--- src/rtl/raw_data_in_fifo.sv ---
`default_nettype none
// ============================================================================
//  Module      : raw_data_in_fifo
//  Description : Synchronous FIFO for raw data words. Each entry stores a
//                data word, an index tag and its byte strobes as one unit.
//                The head entry is presented on registered outputs one cycle
//                after an accepted pop and is held until the next pop.
//                Occupancy is tracked by an explicit count register.
//  Revision    : 1.0 - initial release
// ============================================================================
module raw_data_in_fifo #(
    parameter int DATA_W  = 128,
    parameter int INDEX_W = 8,
    parameter int DEPTH   = 16,
    parameter int AW      = 4
) (
    input  logic                  clk,
    input  logic                  reset,
    input  logic                  clr,
    input  logic                  push,
    input  logic [DATA_W-1:0]     push_data,
    input  logic [INDEX_W-1:0]    push_index,
    input  logic [DATA_W/8-1:0]   push_wstrb,
    input  logic                  pop,
    output logic [DATA_W-1:0]     pop_data,
    output logic [INDEX_W-1:0]    pop_index,
    output logic [DATA_W/8-1:0]   pop_wstrb,
    output logic                  empty,
    output logic                  full,
    output logic [AW:0]           count,
    output logic                  overflow
);

    // ------------------------------------------------------------------------
    // Constants
    // ------------------------------------------------------------------------
    localparam int          c_STRB_W    = DATA_W / 8;
    localparam int          c_ENTRY_W   = DATA_W + INDEX_W + c_STRB_W;
    localparam logic [AW:0] c_DEPTH_CNT = (AW+1)'(DEPTH);
    localparam logic [AW:0] c_CNT_ONE   = (AW+1)'(1);
    localparam logic [AW-1:0] c_PTR_ONE = AW'(1);

    // ------------------------------------------------------------------------
    // State
    // ------------------------------------------------------------------------
    // Entry layout: {data, index, wstrb} packed together so the three fields
    // can never drift apart across entries.
    logic [c_ENTRY_W-1:0] r_mem [DEPTH];

    logic [AW-1:0]        r_wr_ptr;
    logic [AW-1:0]        r_rd_ptr;
    logic [AW:0]          r_count;
    logic [DATA_W-1:0]    r_pop_data;
    logic [INDEX_W-1:0]   r_pop_index;
    logic [c_STRB_W-1:0]  r_pop_wstrb;
    logic                 r_overflow;

    // ------------------------------------------------------------------------
    // Combinational control
    // ------------------------------------------------------------------------
    logic                 w_empty;
    logic                 w_full;
    logic                 w_pop_acc;
    logic                 w_push_acc;
    logic                 w_push_drop;
    logic [c_ENTRY_W-1:0] w_push_entry;
    logic [c_ENTRY_W-1:0] w_head_entry;

    assign w_empty      = (r_count == '0);
    assign w_full       = (r_count == c_DEPTH_CNT);

    // A pop is only honoured when there is something stored; a pop on an
    // empty FIFO is silently ignored (no error flag).
    assign w_pop_acc    = pop & ~w_empty;

    // A push into a full FIFO still succeeds when the same cycle frees a slot.
    assign w_push_acc   = push & (~w_full | w_pop_acc);
    assign w_push_drop  = push & ~w_push_acc;

    assign w_push_entry = {push_data, push_index, push_wstrb};
    assign w_head_entry = r_mem[r_rd_ptr];

    // Storage write; the array itself is deliberately left unreset because
    // nothing reads it until a push has been accepted.
    always_ff @(posedge clk) begin
        if (!reset && !clr && w_push_acc) begin
            r_mem[r_wr_ptr] <= w_push_entry;
        end
    end

    // Write pointer: advances on every accepted push, wraps modulo DEPTH.
    always_ff @(posedge clk) begin
        if (reset || clr) begin
            r_wr_ptr <= '0;
        end else if (w_push_acc) begin
            r_wr_ptr <= r_wr_ptr + c_PTR_ONE;
        end
    end

    // Read pointer: advances on every accepted pop, wraps modulo DEPTH.
    always_ff @(posedge clk) begin
        if (reset || clr) begin
            r_rd_ptr <= '0;
        end else if (w_pop_acc) begin
            r_rd_ptr <= r_rd_ptr + c_PTR_ONE;
        end
    end

    // Occupancy count: moves by at most one per cycle, holds on push+pop.
    always_ff @(posedge clk) begin
        if (reset || clr) begin
            r_count <= '0;
        end else begin
            case ({w_push_acc, w_pop_acc})
                2'b10:   r_count <= r_count + c_CNT_ONE;
                2'b01:   r_count <= r_count - c_CNT_ONE;
                default: r_count <= r_count;
            endcase
        end
    end

    // Registered head outputs: loaded from the head slot on an accepted pop
    // and otherwise held (no first-word fall-through).
    always_ff @(posedge clk) begin
        if (reset || clr) begin
            r_pop_data  <= '0;
            r_pop_index <= '0;
            r_pop_wstrb <= '0;
        end else if (w_pop_acc) begin
            r_pop_data  <= w_head_entry[c_ENTRY_W-1 -: DATA_W];
            r_pop_index <= w_head_entry[c_STRB_W +: INDEX_W];
            r_pop_wstrb <= w_head_entry[0 +: c_STRB_W];
        end
    end

    // Sticky overflow: set by any dropped push, cleared only by reset or clr.
    always_ff @(posedge clk) begin
        if (reset || clr) begin
            r_overflow <= 1'b0;
        end else if (w_push_drop) begin
            r_overflow <= 1'b1;
        end
    end

    // ------------------------------------------------------------------------
    // Outputs
    // ------------------------------------------------------------------------
    assign pop_data  = r_pop_data;
    assign pop_index = r_pop_index;
    assign pop_wstrb = r_pop_wstrb;
    assign empty     = w_empty;
    assign full      = w_full;
    assign count     = r_count;
    assign overflow  = r_overflow;

endmodule
`default_nettype wire

--- config.mk ---
export PLATFORM = sky130hd
export DESIGN_NAME = raw_data_in_fifo
export DESIGN_NICKNAME = d
export VERILOG_FILES = /design/src/rtl/raw_data_in_fifo.sv
export SDC_FILE = /design/constraint.sdc
export NUM_CORES = 2
export LEC_CHECK = 0
export BUFFER_PORTS_ARGS = -buffer_cell sky130_fd_sc_hd__buf_2
export CAP_MARGIN = 40
export CORE_ASPECT_RATIO = 0.6
export CORE_MARGIN = 2
export CORE_UTILIZATION = 61
export CTS_CLUSTER_SIZE = 8
export DETAILED_ROUTE_END_ITERATION = 10
export GPL_ROUTABILITY_DRIVEN = 0
export GPL_TIMING_DRIVEN = 0
export PLACE_DENSITY_LB_ADDON = 0.3
export RECOVER_POWER = 100
export SETUP_SLACK_MARGIN = 0.3
export SYNTH_ARGS = -nofsm -noshare
export SYNTH_HDL_FRONTEND = slang
export SYNTH_SLANG_ARGS = --single-unit
--- constraint.sdc ---
create_clock -name clk -period 6.95 [get_ports clk]
set_input_delay 1.39 -clock clk [delete_from_list [all_inputs] [get_ports clk]]
set_output_delay 1.39 -clock clk [all_outputs]
set_load 0.05 [all_outputs]
# --- Word-level counts from Yosys, hierarchy flattened ---
# Memory sizes are Yosys's and may differ from the RTL's. A register that Yosys moved wholly into a read port is not among the register bits.
# Index checks and enable logic that the tools add are counted.
op_classes:
  add_sub_neg: 4
  eq_ne: 3
  mux: 3
  n_bitwise: 7
  reduce_logical: 7
ops:
  columns: ["op", "count"]
  rows:
  - ["$pmux W5 S2", 1]
  - ["$add A4 B1 Y4 const B", 2]
  - ["$add A5 B1 Y5 const B", 1]
  - ["$eq A5 B5 Y1 const B", 1]
  - ["$logic_not A5 Y1", 1]
  - ["$sub A5 B1 Y5 const B", 1]
  - ["$and A1 B1 Y1", 3]
  - ["$not A1 Y1", 3]
  - ["$eq A2 B1 Y1 const B", 1]
  - ["$eq A2 B2 Y1 const B", 1]
  - ["$logic_and A1 B1 Y1", 2]
  - ["$logic_not A1 Y1", 2]
  - ["$mux W1", 2]
  - ["$reduce_bool A2 Y1", 1]
  - ["$logic_or A1 B1 Y1", 1]
  - ["$or A1 B1 Y1", 1]
totals:
  regBits: 14
  mem_bits_rw: 2432
  inputBits: 157
  output_inout_bits: 160
  word_cells: 29
  n_memories: 1
mem_list:
  columns: ["memory", "depth", "word_bits", "rd", "rd_ports_with_merged_regs", "wr", "line_no", "text"]
  rows:
  - ["r_mem", 16, 152, 1, 1, 1, "48", "logic [c_ENTRY_W-1:0] r_mem [DEPTH];"]

# --- Logic depth before layout (Yosys ltp) ---
depth:
  depth_word: 8
  mapped_depth: 11
  ltp_nobuf: 10

# --- Least setup slack after synthesis ---
# No wires, ideal clock.
synth_path:
  kind: "input to register"
  start: "in clr"
  end: "mem r_mem[0][0] (netlist bit) (enable)"
  setup_time_ps: 529
  arrival_ps: 5754
  required_time_ps: 6421
  path_slack_ps: 667
  stages: 4
  path_buffers: 1
  cell_sequence: "or2_2 > clkbuf_1 > nor4_1 > and2_1"
synth_between:
  elab_chain_len: 5
synth_lines:
  columns: ["element", "line_no", "text"]
  rows:
  - ["start, declared", "19", "input logic clr,"]
  - ["$logic_not A1 Y1", "86", "if (!reset && !clr && w_push_acc) begin"]
  - ["$logic_and A1 B1 Y1 (2 in series)", "86", null]
  - ["$mux W1", "86", null]
  - ["$mux W1 (not written as such)", "87", "r_mem[r_wr_ptr] <= w_push_entry;"]
  - ["end, declared", "48", null]
# No other way between the ends.

# --- Final worst setup path ---
layout_path:
  start: "in clr"
  end: "mem r_mem[8][105] (netlist bit) (enable)"
# Same word-level chain as after synthesis.

==> flow_metrics.env <==
export IMPL_critPathTopFamily="simple AND/OR/NAND/NOR gates"
export IMPL_status="finished with violations"
export IMPL_grt_remaining_overflow=0
export IMPL_antenna_violating_nets_post_route=0
export IMPL_cts_resized=0
export IMPL_mostFrequentLayoutCell="sky130_fd_sc_hd__edfxtp_1"
export IMPL_number_of_enable_flip_flop_cells_after_synthesis=2432
export IMPL_ctsRootBufferMaster="sky130_fd_sc_hd__clkbuf_16"
export IMPL_numPortBuffers=316
export IMPL_slowest_stage="sky130_fd_sc_hd__and2_0"
export IMPL_crit_path_end_kind="flip-flop"
export IMPL_hp_class="reg -> reg"
export IMPL_power_per_cell_area_nw_per_um2=303
export IMPL_first_pass_iteration_count_of_the_detailed_router=7
export IMPL_mostFrequentLayoutCells="sky130_fd_sc_hd__edfxtp_1, sky130_fd_sc_hd__clkbuf_1, sky130_fd_sc_hd__mux4_2, sky130_fd_sc_hd__clkbuf_16, sky130_fd_sc_hd__dfxtp_1"
export IMPL_fp_dieH_um=313
export IMPL_worstMarginPinSlew_ps=3010
export IMPL_placement_rows=113
export IMPL_fin_skew_ps=54.4
export IMPL_drt_vias_per_instance=6.71
export IMPL_dr_total_vias=49400
export IMPL_largest_net_degree_at_the_start_of_global_routing=47
export IMPL_crit_path_launch_type="input port"
export IMPL_syn_avg_cell_area_um2=23.3
export IMPL_place_hpwl_um=139000
export IMPL_report_final_hold_viol_count=0
export IMPL_critical_path_max_stage_delay_ps=2150
export IMPL_max_cap_violations=9
export IMPL_num_nets_final=5111
export IMPL_finalCritPeriodShare_pct=74.0
export IMPL_cts_tree="yes"
export IMPL_initial_core_util_pct=61.4
export IMPL_postSynthNetCount=4328
export IMPL_die_area_um2=163000
export IMPL_clock_insertion_delay_worst_skew_ps=930
export IMPL_grt_setup_unrepaired="false"
export IMPL_num_io_pins=317
export IMPL_postPlaceCellArea_um2=103000
export IMPL_core_area_um2=158000
export IMPL_worstPathArrival_ps=5730
export IMPL_synthesis_instances=4162
export IMPL_detailedRoute_firstIterationViolations=7497
export IMPL_syn_cell_area_um2=97200
export IMPL_cts_htree_levels=5
export IMPL_fmaxAchievable_mhz=194
export IMPL_violations="capacitance limit, slew limit"
export IMPL_die_x_um=519
export IMPL_routed_wire_length_per_instance_um=33.7
export IMPL_slew_viol_final=186
export IMPL_postCtsHoldBufs=0
export IMPL_grt_first_pass_wirelength_um=356000
export IMPL_cell_mode_on_critical_path="sky130_fd_sc_hd__buf_16"
export IMPL_path_cells="buf_2 > or2_2 > clkbuf_1 > nor2_1 > and3_1 > and2_0 > buf_16 > buf_16 > buf_16"
export IMPL_cts_setup_buffers=0
export IMPL_drt_wl_total_um=248000
export IMPL_tritoncts_num_sinks=2598
export IMPL_number_of_antenna_violations_at_the_first_check_in_global_routing=39
export IMPL_required_ps=7540
export IMPL_fin_util_pct=71.8
export IMPL_drc=0
export IMPL_ir_worst_vdd_mv=0.257
export IMPL_yosys_warnings=0
export IMPL_ys_seq_area_share_pct=78.6
export IMPL_synth_top_flop_cell="sky130_fd_sc_hd__edfxtp_1"
export IMPL_finalSetupViolCount=0
export IMPL_final_min_clock_period_ps=5140
export IMPL_leakage_nw=34.6
export IMPL_area_growth_syn_to_layout_pct=17.0
export IMPL_critical_path_max_fanout=37
export IMPL_total_buffers_and_inverters_traversed_by_the_critical_path=5
export IMPL_synth_distinct_cells=44
export IMPL_clk_pin_slew_ps=50
export IMPL_postLayoutCellArea_um2=114000
export IMPL_async_flop_share_pct=0
export IMPL_cts_made_buffers=374
export IMPL_worst_slew_margin_rel_pct=-100
export IMPL_worst_setup_path_type="in -> reg"
export IMPL_grt_util_all_layers_pct=30.8
export IMPL_ys_seq_elements=2598
export IMPL_final_layout_size_suffix_gt1_share_pct=26.3
export IMPL_first_global_vias=50600
export IMPL_clk_path_buf_depth=4
## layer usage
layer  track usage (%)  up-vias  share of wire [%]
met5                 0        -              0.072
met4              11.5       30                3.6
met3              7.33      539                 11
met2              46.9     3551                 47
met1              44.2    25900                 38
li1                  -    19400                  -
## flip-flops by register name (all words and copies together) (netlist names)
register,count
count,5
pop_data,128
overflow,1
r_mem,2432
pop_index,8
r_rd_ptr,4
r_wr_ptr,4
pop_wstrb,16
## worst paths after layout
check	startpoint	endpoint	slack (ps)	cells past startpoint
setup / recovery	clr	r_mem[8][105]$_DFFE_PP_	1810	9
hold / removal	pop_wstrb[9]$_SDFFE_PP0P_	pop_wstrb[9]$_SDFFE_PP0P_	500	2
setup reg to reg	r_rd_ptr[1]$_SDFFE_PP0P_	pop_data[124]$_SDFFE_PP0P_	1840	8
hold reg to reg	pop_wstrb[9]$_SDFFE_PP0P_	pop_wstrb[9]$_SDFFE_PP0P_	500	2
## logic make-up (layout without fill, tap and decap cells)
kind of cell | count (synthesis) | count (layout) | synth area share, %
compound gates | 340 | 340 | 2.48
xor+xnor | 8 | 8 | 0.0721
fa+ha+maj | 9 | 9 | 0.124
buf+inv | 233 | 1290 | 1.09
flops | 2598 | 2598 | 78.6
mux | 908 | 908 | 17.3
other cells | 0 | 22 | 0
simple gates | 66 | 66 | 0.371
## stage by stage
step                setup TNS, ps  worst slack, ps  std cells  hold WS, ps  power [mW]
CTS                             0             3120       7344          499        34.5
floorplan                       0              667       4162          518        17.8
finish                          0             1810       7368          497        34.4
global route                    0             1670       7362          538        35.2
detailed placement              0             2260       6694          483        18.2
global placement         -9451780            -4110       6605          470        18.1
## power by group
group	internal, mW	switching (mW)	leakage (nW)
logic	0.157	0.495	6.33
clock network	10.2	6.37	5.08
registers	17.2	0.0332	23.2
## cell type report
cell class                      instances  area, um^2
Clock inverter                          6        92.6
Tap cell                             2127        2660
Sequential cell                      2598       76400
Fill cell                            8778       44600
Antenna cell                           22        55.1
Inverter                                7        26.3
Timing Repair Buffer                  407        3090
Clock buffer                          644       10600
Multi-Input combinational cell       1331       19800
Buffer                                226        1020
## synthesized netlist by cell type, drive strengths merged, types with 2 or more instances
master	count	area share, %
a21oi	19	0.098
a22oi	151	1.4
a31oi	2	0.013
and2	19	0.12
and3	3	0.019
buf	111	0.62
clkbuf	115	0.44
dfxtp	166	3.4
edfxtp	2432	75
ha	8	0.10
inv	7	0.027
mux2	144	1.7
mux2i	164	1.7
mux4	600	14
nand2	6	0.023
nand2b	3	0.019
nor2	20	0.085
nor2b	3	0.019
nor4	4	0.026
o21ai	153	0.79
o221ai	8	0.072
or3	3	0.019
xnor2	6	0.054
xor2	2	0.018
## worst reg2reg max path: stages (launching register included)
cell and delay, ps:
sky130_fd_sc_hd__dfxtp_1 330, sky130_fd_sc_hd__clkbuf_1 420, sky130_fd_sc_hd__clkbuf_1 870, sky130_fd_sc_hd__clkbuf_1 1000
sky130_fd_sc_hd__clkbuf_1 780, sky130_fd_sc_hd__clkbuf_1 740, sky130_fd_sc_hd__mux4_2 440, sky130_fd_sc_hd__a22oi_1 270
sky130_fd_sc_hd__a21oi_1 120
Power figures use the tool's default switching activity.
